<file path="src/rtl/weight_buf_ctrl.sv">
// Double-buffered kernel weight store: a stream fills the shadow bank, and a swap promotes it to o_kernel.
// Optional macro WEIGHT_CHECKSUM_EN adds a 16-bit checksum of each completed load on o_checksum.
module weight_buf_ctrl #(
  parameter int NUM_KERNEL = 12,
  parameter int KSIZE      = 9,
  parameter int WGT_W      = 8,
  parameter int IN_W       = 32
) (
  input  logic                              clk,
  input  logic                              rst,
  input  logic                              i_load_en,
  input  logic                              i_wgt_valid,
  input  logic [IN_W-1:0]                   i_wgt_data,
  output logic                              o_wgt_ready,
  input  logic                              i_swap,
  output logic                              o_ready,
  output logic [NUM_KERNEL*KSIZE*WGT_W-1:0] o_kernel,
  output logic                              o_load_done,
  output logic                              o_busy,
  output logic [15:0]                       o_checksum
);

  localparam int BANK_W = NUM_KERNEL * KSIZE * WGT_W;
  localparam int NWORDS = BANK_W / IN_W;
  localparam int CNT_W  = (NWORDS > 1) ? $clog2(NWORDS) : 1;
  localparam logic [CNT_W-1:0] LAST = CNT_W'(NWORDS - 1);

  typedef enum logic [1:0] {IDLE, LOAD, FULL} state_t;

  state_t              state, state_nxt;
  logic [CNT_W-1:0]    cnt;
  logic [BANK_W-1:0]   shadow;
  logic                start, accept, last_accept, do_swap;

  always_comb begin
    state_nxt   = state;
    o_wgt_ready = 1'b0;
    start       = 1'b0;
    accept      = 1'b0;
    last_accept = 1'b0;
    do_swap     = 1'b0;
    case (state)
      IDLE: begin
        if (i_load_en) begin
          start     = 1'b1;
          state_nxt = LOAD;
        end
      end
      LOAD: begin
        o_wgt_ready = 1'b1;
        accept      = i_wgt_valid;
        if (i_wgt_valid && cnt == LAST) begin
          last_accept = 1'b1;
          state_nxt   = FULL;
        end
      end
      FULL: begin
        // With no valid active set yet, promote immediately instead of waiting for i_swap.
        if (!o_ready || i_swap) begin
          do_swap   = 1'b1;
          state_nxt = IDLE;
        end
      end
      default: state_nxt = IDLE;
    endcase
  end

  assign o_busy = (state != IDLE);

  always_ff @(posedge clk) begin
    if (rst) begin
      state       <= IDLE;
      cnt         <= '0;
      shadow      <= '0;
      o_kernel    <= '0;
      o_ready     <= 1'b0;
      o_load_done <= 1'b0;
    end else begin
      state       <= state_nxt;
      o_load_done <= last_accept;
      if (start) begin
        cnt <= '0;
      end else if (accept) begin
        cnt <= (cnt == LAST) ? '0 : cnt + 1'b1;
      end
      for (int unsigned n = 0; n < NWORDS; n++) begin
        if (accept && cnt == CNT_W'(n)) begin
          shadow[n*IN_W +: IN_W] <= i_wgt_data;
        end
      end
      if (do_swap) begin
        o_kernel <= shadow;
        o_ready  <= 1'b1;
      end
    end
  end

`ifdef WEIGHT_CHECKSUM_EN
  localparam int HALVES = (IN_W + 15) / 16;

  logic [HALVES*16-1:0] padded;
  logic [15:0]          word_sum;
  logic [15:0]          acc;

  always_comb begin
    padded            = '0;
    padded[IN_W-1:0]  = i_wgt_data;
    word_sum          = '0;
    for (int unsigned h = 0; h < HALVES; h++) begin
      word_sum = word_sum + padded[h*16 +: 16];
    end
  end

  always_ff @(posedge clk) begin
    if (rst) begin
      acc        <= '0;
      o_checksum <= '0;
    end else begin
      if (start) begin
        acc <= '0;
      end else if (accept) begin
        acc <= acc + word_sum;
      end
      if (do_swap) begin
        o_checksum <= acc;
      end
    end
  end
`else
  assign o_checksum = '0;
`endif

endmodule

</file>
<file path="config.mk">
export PLATFORM = sky130hd
export DESIGN_NAME = weight_buf_ctrl
export DESIGN_NICKNAME = d
export VERILOG_FILES = /design/src/rtl/weight_buf_ctrl.sv
export SDC_FILE = /design/constraint.sdc
export NUM_CORES = 2
export LEC_CHECK = 0
export CORE_MARGIN = 4
export CORE_UTILIZATION = 45
export CTS_CLUSTER_DIAMETER = 60
export CTS_CLUSTER_SIZE = 20
export DETAILED_ROUTE_END_ITERATION = 12
export GPL_TIMING_DRIVEN = 0
export HOLD_SLACK_MARGIN = 0.03
export MAX_ROUTING_LAYER = met4
export PLACE_DENSITY_LB_ADDON = 0.08
export SLEW_MARGIN = 0
export SYNTH_ARGS = -nofsm -noshare
export SYNTH_HDL_FRONTEND = slang
export SYNTH_SLANG_ARGS = --single-unit
</file>
<file path="constraint.sdc">
create_clock -name clk -period 2.08 [get_ports clk]
set_input_delay 0.624 -clock clk [delete_from_list [all_inputs] [get_ports clk]]
set_output_delay 0.624 -clock clk [all_outputs]
set_load 0.005 [all_outputs]
</file>
# Word level (Yosys, flattened, before mapping)
# Index checks and enable logic that the tools add are counted.
[word_totals]
register_bits = 1737
latch_bits = 0
mem_bits_rw = 0
rom_bits = 0
inputBits = 37
out_inout_bits = 884
memories = 0
[op_classes]
n_addsub = 1
n_mul = 0
n_div = 0
n_lt_le_gt_ge = 0
n_eq_ne = 31
n_shift = 0
muxes = 12
bitwise_logic = 1
n_reduce_logical = 36
[ops]
columns = ["operator", "count"]
rows = [
  ["$eq A5 B5 Y1 const B", 11],
  ["$eq A5 B4 Y1 const B", 8],
  ["$logic_and A1 B1 Y1", 28],
  ["$eq A5 B3 Y1 const B", 4],
  ["$eq A5 B2 Y1 const B", 2],
  ["$mux W1", 7],
  ["$mux W2", 3],
  ["$ne A2 B2 Y1 const B", 3],
  ["$pmux W2 S3", 1],
  ["$add A5 B1 Y5 const B", 1],
  ["$eq A5 B1 Y1 const B", 1],
  ["$logic_not A5 Y1", 1],
  ["$mux W5", 1],
  ["$reduce_or A2 Y1", 2],
  ["$reduce_and A3 Y1", 1],
  ["$eq A2 B1 Y1 const B", 1],
  ["$eq A2 B2 Y1 const B", 1],
  ["$logic_not A2 Y1", 1],
  ["$reduce_bool A2 Y1", 1],
  ["$logic_not A1 Y1", 1],
  ["$logic_or A1 B1 Y1", 1],
  ["$not A1 Y1", 1],
]

# Depth between registers and ports, before layout
[depth]
depth_word = 4
depth_mapped = 9
mapped_depth_nobuf = 6

# Worst setup path before layout
# No wires, ideal clock.
[synth_timing]
kind = "reg2reg"
start = "register cnt[0]"
end = "register shadow[482]"
arrival_time_ns = 1.797
required_ns = 2.010
slack_ns = 0.213
path_stages_with_launch = 10
n_path_buf = 3
synth_period_minus_slack_ns = 1.867
path_cell_list = "dfxtp_1 ha_1 clkbuf_1 and3_1 ha_1 and4b_1 clkbuf_1 buf_2 nand2_1 a21oi_1"
[synth_between]
elab_chain_len = 2
[synth_lines]
columns = ["item", "line", "rtl"]
rows = [
  ["start: declaration", "31", "logic [CNT_W-1:0] cnt;"],
  ["start signal: assignment", "84", "cnt <= (cnt == LAST) ? '0 : cnt + 1'b1;"],
  ["$eq A5 B4 Y1", "87", "if (accept && cnt == CNT_W'(n)) begin"],
  ["$logic_and A1 B1 Y1", "87", ""],
  ["end signal: indexed assignment", "88", "shadow[n*IN_W +: IN_W] <= i_wgt_data;"],
  ["end: declaration", "32", "logic [BANK_W-1:0] shadow;"],
]
# No other way between the ends.
# A chain may end at the register's enable or synchronous reset.

# Worst setup path in the final report
[layout_timing]
start = "register state[1]"
end = "output port o_wgt_ready"
[layout_between]
elab_chain_len = 2
[layout_lines]
columns = ["item", "line", "rtl"]
rows = [
  ["start: declaration", "30", "state_t state, state_nxt;"],
  ["start signal: assignment", "79", "state <= state_nxt;"],
  ["$eq A2 B1 Y1", "42", "case (state)"],
  ["$mux W1", "42", ""],
  ["end: declaration", "14", "output logic o_wgt_ready,"],
]
# No other way between the ends.

==> flow_metrics.py <==
metrics = {
    "status": {
        "status": "finished with violations",
        "violations": "capacitance limit, slew limit, setup timing",
    },
    "placed_design": {
        "place_hpwl_um": 209000,
        "portBuffers": 870,
        "gp_congestion": 0.952,
    },
    "global_routing": {
        "use_met1_pct": 46.5,
        "grt_max_degree": 21,
        "grtUsageTotal_pct": 37.4,
        "antenna_found_initial": 20,
        "grt_pass1_vias": 59891,
        "grt-ovfl-total": 0,
        "use_met3_pct": 11.3,
        "grt_first_pass_wirelength_um": 412000,
        "use_met2_pct": 55.2,
        "grt-busiest-layer": "met2",
    },
    "setup_path": {
        "critPathKind": "flip-flop to output pin",
        "path_max_fanout": 4,
        "r2r_slack_ps": 10,
        "worst_setup_path_start_kind": "flip-flop",
        "worstPathArrival_ps": 1700,
        "cp.required_ps": 1460,
        "end_kind": "output pin",
    },
    "yosys": {
        "syn_area_per_cell_um2": 8.62,
        "synth_warnings": 0,
        "ys_seq_area_share_pct": 52.5,
        "ys_seq_elements": 1737,
        "syn-instance-count": 7690,
        "ys_types": 44,
        "synthesis.area_mm2": 0.0663,
    },
    "clocking": {
        "clock_path_buffers": 3,
        "path_clk_slew_ps": 90,
        "cts_root_buf": "clkbuf_16",
        "cts-hold-fix-buffers": 0,
        "clk_latency_ps": 800,
        "cts_sinks": 1737,
        "cts_max_level": 4,
        "cts_tree": "yes",
        "cts_buffers": 143,
    },
    "timing": {
        "setup_slack_ps": -240,
        "min_period_ps": 2320,
        "hold_violations": 0,
        "fmax_mhz": 431,
        "relSlewSlack_pct": -0.516,
        "rsz0062_at_grt": "true",
        "worst_pin_slew_ps": 1510,
        "whs_ps": 330,
        "post-route-period-util_pct": 112,
        "drv_slew": 24,
        "finalClockSkew_ps": 32.0,
        "setup_viol": 33,
    },
    "final_layout": {
        "final_nets": 8793,
        "seqCellArea_mm2": 0.0354,
        "multi_input_area_mm2": 0.0274,
        "area_delta_synth_final_pct": 26.3,
        "num-fill-cells": 13763,
        "drive_gt1_share_pct": 16.2,
    },
    "power": {
        "p_seq_share_pct": 50.1,
        "ir_drop_mv": 0.654,
        "p_clk_share_pct": 46.3,
        "power_switching_uw": 15900,
        "internal_power_uw": 50300,
        "finalPower_uw": 66200,
        "powerDensity_mw_per_mm2": 790,
        "combPwrFrac_pct": 3.6,
        "switching_share_pct": 24.0,
        "leakage_uw": 0.0325,
    },
    "route": {
        "first_pass_iters": 9,
        "avgViaCountPerCell": 5.95,
        "drtIter0Drc": 6959,
        "finalWirelength_um": 292000,
        "postRouteAntennaNets": 0,
        "drc": 0,
        "routedWlPerCell_um": 27.1,
        "vias": 64244,
    },
    "min_path": {
        "hp-class": "input pin to flip-flop",
    },
    "floorplan": {
        "ios": 921,
        "initial_core_util_pct": 45.4,
        "fp.dieW_um": 392,
        "coreArea_mm2": 0.146,
        "dieArea_mm2": 0.153,
        "num_rows": 140,
        "fp.dieH_um": 392,
    },
    "flow_run": {
        "drv_cap": 3,
    },
}
==> cell type report <==
type | instances | share of cell area [%]
Clock buffer | 178 | 4.86
Timing Repair Buffer | 908 | 9.72
Inverter | 4 | 0.0179
Sequential cell | 1737 | 42.2
Buffer | 961 | 6.16
Clock inverter | 86 | 1.43
Antenna cell | 11 | 0.0329
Multi-Input combinational cell | 4996 | 32.7
Tap cell | 1917 | 2.86
==> power groups by stage <==
stage                     Combinational [µW]  Clock [µW]  Sequential [µW]
after global placement                  2140           0            34100
after detailed placement                2180           0            34100
after floorplan                          995           0            34000
after global routing                    2380       32000            33200
final                                   2380       30600            33200
after CTS                               2240       30800            33200
==> cells in the final DEF, fill, tap and decap left out, drive strengths merged, types with 2 or more instances in the layout <==
cell	n
nand4bb	2
or4b	2
clkbuf	821
dfxtp	1737
nor4b	2
nand3b	3
a211o	2
clkdlybuf4s15	270
bufinv	19
and4bb	2
nand3	1388
mux2i	320
and3	7
and3b	2
or4	2
buf	443
nand2b	355
clkinvlp	8
conb	16
inv	38
and4b	2
diode	11
clkinv	25
dlygate4sd2	510
nand4b	3
nor2b	5
nand2	73
nor2	6
a21oi	1412
ha	5
o21ai	1376
==> layer usage <==
| layer | wire length (µm) | vias up |
|---|---|---|
| met5 | 0 | - |
| met2 | 127000 | 3206 |
| li1 | - | 29266 |
| met4 | 17000 | 0 |
| met3 | 32900 | 695 |
| met1 | 115000 | 31077 |
==> sequential cells by signal (all words and copies together), names as in the netlist <==
| name | count |
|---|---|
| cnt | 5 |
| o_load_done | 1 |
| state | 2 |
| o_kernel | 864 |
| shadow | 864 |
| o_ready | 1 |
==> stage by stage <==
stage / setup TNS (ps) / util, % / cells / area, µm² / worst slack (ps)
floorplan: 0 / - / 7705 / 66300 / 213
global placement: -2007440 / 53.0 / 10492 / 77400 / -1650
detailed placement: -1932600 / 53.1 / 10498 / 77600 / -1650
CTS: -631 / 57.0 / 10780 / 83200 / -251
global route: -1180 / 57.3 / 10794 / 83700 / -266
finish: -1540 / 57.3 / 10798 / 83700 / -240
==> path summary, 6_finish.rpt <==
kind                       start             to  cells past startpoint
hold reg to reg      shadow[782]  o_kernel[782]                      2
setup reg to reg        state[1]  o_kernel[411]                      7
hold / removal    i_wgt_data[18]    shadow[306]                      3
setup / recovery        state[1]    o_wgt_ready                      4
==> worst max-delay path: stages, from the launching register on <==
cell and delay, ps:
dfxtp_4 370, buf_8 130, buf_8 120, nor2b_4 130
buf_6 140
==> cell usage after synthesis, drive strengths merged <==
| cell type | count | share of area, % |
|---|---|---|
| nand2b | 355 | 3.4 |
| nor2 | 6 | 0.038 |
| or4b | 2 | 0.030 |
| dfxtp | 1737 | 52 |
| or4 | 2 | 0.023 |
| nor3 | 1 | 0.0075 |
| o31a | 1 | 0.013 |
| and2b | 1 | 0.011 |
| clkbuf | 629 | 3.6 |
| a221oi | 1 | 0.023 |
| o2111ai | 1 | 0.013 |
| and3b | 2 | 0.026 |
| nand4bb | 2 | 0.034 |
| nand2 | 73 | 0.42 |
| buf | 339 | 3.0 |
| nor4b | 2 | 0.045 |
| nand4b | 3 | 0.040 |
| a21oi | 1412 | 11 |
| xor2 | 1 | 0.013 |
| a21o | 1 | 0.011 |
| nor2b | 5 | 0.047 |
| and4bb | 2 | 0.038 |
| nand3 | 1388 | 11 |
| nor3b | 1 | 0.011 |
| mux2i | 320 | 4.8 |
| nor4 | 1 | 0.019 |
| and3 | 7 | 0.066 |
| ha | 5 | 0.094 |
| nor4bb | 1 | 0.015 |
| and4b | 2 | 0.030 |
| o31ai | 1 | 0.011 |
| a211o | 2 | 0.026 |
| inv | 4 | 0.023 |
| nand3b | 3 | 0.034 |
| o21ai | 1376 | 10 |
| conb | 1 | 0.0057 |
==> what timing repair did <==
action	CTS	global route
setup endpoints to repair	2358	1269
pin swaps	1	6
hold endpoints to repair	0	0
buffers inserted	24	5
cloned	0	1
resized for setup	2154	541
==> cells by family (layout without fill, tap and decap cells) <==
kind of cell	after synthesis	after routing	share of synthesized area (%)
and+or+nand+nor	1859	1859	14.8
other	1	27	0.00566
AOI/OAI and AO/OA	2795	2795	21.1
xor gates and xnor gates	1	1	0.0132
adders and majority gates	5	5	0.0944
DFF	1737	1737	52.5
buffers and inverters	972	2137	6.60
muxes	320	320	4.83
No activity file was read; power rests on OpenSTA's default activity.
